===== config.mk =====
export PLATFORM = sky130hd
export DESIGN_NAME = ad9634_init_sequencer
export DESIGN_NICKNAME = d
export VERILOG_FILES = /design/src/rtl/ad9634_init_sequencer.sv
export SDC_FILE = /design/constraint.sdc
export NUM_CORES = 1
export LEC_CHECK = 0
export BUFFER_PORTS_ARGS = -buffer_cell sky130_fd_sc_hd__buf_4
export CAP_MARGIN = 10
export CELL_PAD_IN_SITES_DETAIL_PLACEMENT = 1
export CELL_PAD_IN_SITES_GLOBAL_PLACEMENT = 2
export CORE_MARGIN = 2
export CORE_UTILIZATION = 28
export DETAILED_ROUTE_END_ITERATION = 16
export PLACE_DENSITY_LB_ADDON = 0.12
export SLEW_MARGIN = 5
export SYNTH_ARGS = -nofsm -noshare
export SYNTH_HDL_FRONTEND = slang
export SYNTH_SLANG_ARGS = --single-unit

===== constraint.sdc =====
create_clock -name clk -period 1.7 [get_ports clk]
set_input_delay 0.17 -clock clk [delete_from_list [all_inputs] [get_ports clk]]
set_output_delay 0.17 -clock clk [all_outputs]
set_load 0.1 [all_outputs]

===== src/rtl/ad9634_init_sequencer.sv =====
// AD9634 bring-up: walks a fixed register table through an SPI frame engine.
// Define AD9634_SEQ_TIMEOUT_EN to add ack/transfer timeouts that end in ERR.
module ad9634_init_sequencer #(
  parameter int GAP_CYCLES   = 8,
  parameter int ACK_TIMEOUT  = 16,
  parameter int XFER_TIMEOUT = 512
) (
  input  logic        clk,
  input  logic        rst,
  input  logic        start,
  input  logic        spi_busy,
  output logic [23:0] cmd_data,
  output logic        cmd_load,
  output logic        busy,
  output logic        done,
  output logic        err,
  output logic [2:0]  step
);

  localparam int GW = $clog2(4 * GAP_CYCLES + 1);

  typedef enum logic [2:0] {
    S_IDLE,
    S_LOAD,
    S_WAIT_ACK,
    S_WAIT_DONE,
    S_GAP,
    S_DONE,
    S_ERR
  } state_t;

  state_t        state;
  logic [GW-1:0] gap_cnt;
  logic          ack_early;

`ifdef AD9634_SEQ_TIMEOUT_EN
  localparam int TMAX = (ACK_TIMEOUT > XFER_TIMEOUT) ?
                        ACK_TIMEOUT : XFER_TIMEOUT;
  localparam int TW   = $clog2(TMAX + 1);

  logic [TW-1:0] tmo_cnt;
  logic          err_q;

  assign err = err_q;
`else
  assign err = 1'b0;
`endif

  // Write frame: rw=0, one byte, 13-bit address, data byte.
  function automatic logic [23:0] frame(input logic [2:0] idx);
    logic [12:0] a;
    logic [7:0]  d;
    case (idx)
      3'd0:    begin a = 13'h000; d = 8'h3C; end
      3'd1:    begin a = 13'h008; d = 8'h00; end
      3'd2:    begin a = 13'h014; d = 8'h00; end
      3'd3:    begin a = 13'h016; d = 8'h00; end
      3'd4:    begin a = 13'h0FF; d = 8'h01; end
      default: begin a = 13'h000; d = 8'h00; end
    endcase
    return {1'b0, 2'b00, a, d};
  endfunction

  // Sequencer FSM; every output is a flop updated with the state.
  always_ff @(posedge clk) begin
    if (rst) begin
      state     <= S_IDLE;
      step      <= 3'd0;
      cmd_data  <= 24'd0;
      cmd_load  <= 1'b0;
      busy      <= 1'b0;
      done      <= 1'b0;
      gap_cnt   <= '0;
      ack_early <= 1'b0;
`ifdef AD9634_SEQ_TIMEOUT_EN
      tmo_cnt   <= '0;
      err_q     <= 1'b0;
`endif
    end else begin
      cmd_load <= 1'b0;
      unique case (state)
        S_IDLE, S_DONE, S_ERR: begin
          if (start) begin
            state    <= S_LOAD;
            step     <= 3'd0;
            cmd_data <= frame(3'd0);
            cmd_load <= 1'b1;
            busy     <= 1'b1;
            done     <= 1'b0;
`ifdef AD9634_SEQ_TIMEOUT_EN
            err_q    <= 1'b0;
`endif
          end
        end
        S_LOAD: begin
          state     <= S_WAIT_ACK;
          ack_early <= spi_busy;
`ifdef AD9634_SEQ_TIMEOUT_EN
          tmo_cnt   <= '0;
`endif
        end
        S_WAIT_ACK: begin
          if (spi_busy || ack_early) begin
            state     <= S_WAIT_DONE;
            ack_early <= 1'b0;
`ifdef AD9634_SEQ_TIMEOUT_EN
            tmo_cnt   <= '0;
`endif
          end
`ifdef AD9634_SEQ_TIMEOUT_EN
          else if (tmo_cnt == TW'(ACK_TIMEOUT - 1)) begin
            state <= S_ERR;
            busy  <= 1'b0;
            err_q <= 1'b1;
          end else begin
            tmo_cnt <= tmo_cnt + 1'b1;
          end
`endif
        end
        S_WAIT_DONE: begin
          if (!spi_busy) begin
            state   <= S_GAP;
            // soft reset needs a longer settle time
            gap_cnt <= (step == 3'd0) ?
                       GW'(4 * GAP_CYCLES - 1) :
                       GW'(GAP_CYCLES - 1);
          end
`ifdef AD9634_SEQ_TIMEOUT_EN
          else if (tmo_cnt == TW'(XFER_TIMEOUT - 1)) begin
            state <= S_ERR;
            busy  <= 1'b0;
            err_q <= 1'b1;
          end else begin
            tmo_cnt <= tmo_cnt + 1'b1;
          end
`endif
        end
        S_GAP: begin
          if (gap_cnt != '0) begin
            gap_cnt <= gap_cnt - 1'b1;
          end else if (step == 3'd4) begin
            state <= S_DONE;
            busy  <= 1'b0;
            done  <= 1'b1;
          end else begin
            state    <= S_LOAD;
            step     <= step + 3'd1;
            cmd_data <= frame(step + 3'd1);
            cmd_load <= 1'b1;
          end
        end
        default: begin
          state <= S_IDLE;
          busy  <= 1'b0;
          done  <= 1'b0;
        end
      endcase
    end
  end

endmodule


==> results.toml <==
[run_status]
status = "finished clean"

[routing]
initialDrtViolationCount = 48
vias_per_cell = 4.99
drt-total-wl_um = 3870
drt_pass1_iterations = 4
ant_nets = 0
route.detailed.drc = 0
vias = 1343
wl_per_cell_um = 14.4

[logic_synthesis]
synth_fa_ha_area_frac = 0.0579
yosysWarnings = 0
synthArstFlopShare = 0
synth-simple-area-share = 0.250
synth_mux_area_frac = 0.0207
yosysSeqAreaShare = 0.278
ys_types = 49
synth_seq_cells = 21
synth-edff-count = 0
ys.flop_type = "dfxtp_1"
synth.cell_area_sq_um = 1510
synth_top_family_by_area = "simple AND/OR/NAND/NOR gates"
syn_inst = 178
synth_compound_area_frac = 0.222
synth-xor-area-share = 0.00579
avgSynthCellArea_sq_um = 8.51

[placed_design]
place.gp.congestion = 0.769
dp_slack_ns = -0.0472
hpwl_um = 2980
dpl_cell_area_sq_um = 1710
io_buffers = 22

[power]
ir_worst_vdd_uv = 522
internal_power_w = 0.00121
leakagePower_nw = 0.715
power_switching_w = 0.00139
pwr-share-comb = 0.607
swShare = 0.535
clkPwrFrac = 0.126
power_density_nw_per_um2 = 1470
seqPwrFrac = 0.267

[grt]
grt.overflow.total = 0
grtUsageTotal = 0.133
grt_max_degree = 26
grt_pass1_vias = 1340
grt_first_pass_wirelength_um = 6510
antenna_found_initial = 0

[clock_tree]
h-tree-depth = 1
clock_sinks = 21
clock_latency_ns = 0.26
clockBufferDepth = 2
clockRootBuffer = "clkbuf_8"
cts_tree = "done"
clkTransAtPathRegs_ns = 0.08
cts_buffers = 3

[cells_and_area]
final_layout_size_suffix_gt1_frac = 0.291
area_growth_pct = 16.7
final_nets = 211
antenna_cells = 0
fill_cells = 622
fin_area_sq_um = 1770

[critical_path]
cp.arrival_ns = 1.77
worst_ep_required_time_ns = 1.89
crit_buf_inv = 1
startpoint_type = "flop"
crit_type = "flop to flop"
critical_path.cell_chain = "buf_4, or3_1, a211o_1, a31oi_1"
crit_family = "compound AO/OA/AOI/OAI gates"
cp-end-kind = "flop"
slowest_stage = "or3_1"
crit_fanout = 16
cpPeakStageDelay_ns = 0.45

[sta]
tns_ns = 0
setup_slack_ns = 0.114
fmax_mhz = 630
fin_crit_sh = 0.933
fin_crit_ns = 1.59
final-hold-violation-count = 0
fin_skew_ns = 0.00426
finalMaxSlewViolations = 0
rsz0062_at_grt = "no"
finalSetupViolations = 0

[floorplanning]
dieArea_sq_um = 6010
num_io_pins = 35
initial_core_util = 0.293
die_h_um = 77.5
placementRows = 26
die_x_um = 77.5
coreArea_sq_um = 5170

[worst_hold_path]
worstHoldPathType = "input pin to flop"

[run]
maxCapViolCount = 0
[metal layers]
layer / track usage / wire (um) / vias up / part of all wire
met5: 0 / 0 / - / 0
met4: 0.0268 / 27 / 0 / 0.0070
met3: 0.0326 / 126 / 4 / 0.033
met2: 0.225 / 1850 / 24 / 0.48
met1: 0.171 / 1870 / 649 / 0.48
li1: - / - / 666 / -
[synth_stat cells, types with 3 or more instances]
| cell type | number | area (sq um) |
|---|---|---|
| dfxtp_1 | 21 | 420 |
| buf_4 | 20 | 150 |
| a21oi_1 | 11 | 55.1 |
| nand2_1 | 10 | 37.5 |
| o21ai_0 | 10 | 50.1 |
| ha_1 | 7 | 87.6 |
| nor2_1 | 7 | 26.3 |
| nor3_1 | 7 | 35.0 |
| a211oi_1 | 6 | 45.0 |
| nand3_1 | 6 | 30.0 |
| clkbuf_1 | 5 | 18.8 |
| inv_1 | 5 | 18.8 |
| nand4b_1 | 5 | 43.8 |
| nor2b_1 | 5 | 31.3 |
| a31oi_1 | 4 | 25.0 |
| buf_6 | 4 | 45.0 |
| nand4_1 | 4 | 25.0 |
| o41ai_2 | 3 | 48.8 |
| or3_1 | 3 | 18.8 |
[sequential cells by signal, indices dropped and copies added, names as in the netlist]
name and count:
ack_early 1, busy 1, cmd_data 5, cmd_load 1, done 1, gap_cnt 6, state 3, step 3
[area by class of cell]
type | instances | area, sq um | share of cell area
clock buffer | 4 | 45.0 | 0.0255
inverter | 5 | 18.8 | 0.0106
multi-input combinational | 131 | 898 | 0.509
sequential | 21 | 432 | 0.244
tap | 70 | 87.6 | 0.0496
timing repair buffer | 38 | 285 | 0.161
[repair_timing]
| action | CTS | global route |
|---|---|---|
| endpoints found under the setup margin | 4 | 4 |
| gates resized for setup | 1 | 3 |
| hold buffers | 0 | 0 |
| pin swaps | 0 | 0 |
| buffers inserted | 0 | 0 |
| endpoints found under the hold margin | 0 | 0 |
[power by group through the flow]
| stage | Combinational [W] | Clock (W) | Sequential (W) |
|---|---|---|---|
| final | 0.00158 | 0.000328 | 0.000692 |
| after global placement | 0.00156 | 0 | 0.000693 |
| after CTS | 0.00158 | 0.000349 | 0.000690 |
| after detailed placement | 0.00157 | 0 | 0.000701 |
| after global routing | 0.00168 | 0.000376 | 0.000711 |
| after floorplan | 0.00110 | 0 | 0.000881 |
[cells by family (layout without fill, tap and decap cells)]
family          count (synthesis)  after routing
compound gates                 47             47
xor+xnor                        1              1
fa+ha+maj                       7              7
buf+inv                        37             47
flops                          21             21
mux                             3              3
other cells                     1             12
simple gates                   61             61
[worst min-delay path: cells and delay by family]
family	cells	cell delay, ns
and+or+nand+nor	1	0.05
AOI/OAI and AO/OA	1	0.15
buffers and inverters	1	0.13
[layout by cell type (no fill, tap or decap), types with 2 or more instances in the layout]
cell,netlist,final
buf_4,20,38
dfxtp_1,21,16
conb_1,1,12
a21oi_1,11,11
nand2_1,10,10
o21ai_0,10,10
nor2_1,7,7
nor3_1,7,7
ha_1,7,7
nand3_1,6,6
a211oi_1,6,6
inv_1,5,5
nand4b_1,5,5
nor2b_1,5,4
nand4_1,4,4
a31oi_1,4,4
or3_1,3,3
o41ai_2,3,3
clkbuf_8,0,3
dfxtp_2,0,3
and2_1,2,2
o211ai_1,2,2
o311ai_0,2,2
mux2i_1,2,2
o21a_1,2,2
dfxtp_4,0,2
[stage by stage]
step / power, W / utilization / hold slack [ns] / cells
after floorplan: 0.00198 / - / 0.381 / 189
after global placement: 0.00225 / 0.331 / 0.469 / 265
after detailed placement: 0.00227 / 0.331 / 0.482 / 265
after CTS: 0.00262 / 0.340 / 0.274 / 269
after global routing: 0.00277 / 0.342 / 0.291 / 269
final: 0.00260 / 0.342 / 0.275 / 269
[final timing paths]
kind | end | cells after the start | start | slack (ns)
worst max-delay path | gap_cnt[3] | 4 | state[2] | 0.11
worst min-delay path | state[1] | 3 | spi_busy | 0.27
worst min register to register | done | 2 | done | 0.49
worst max register to register | gap_cnt[3] | 4 | state[2] | 0.11
Power figures use the tool's default switching activity.
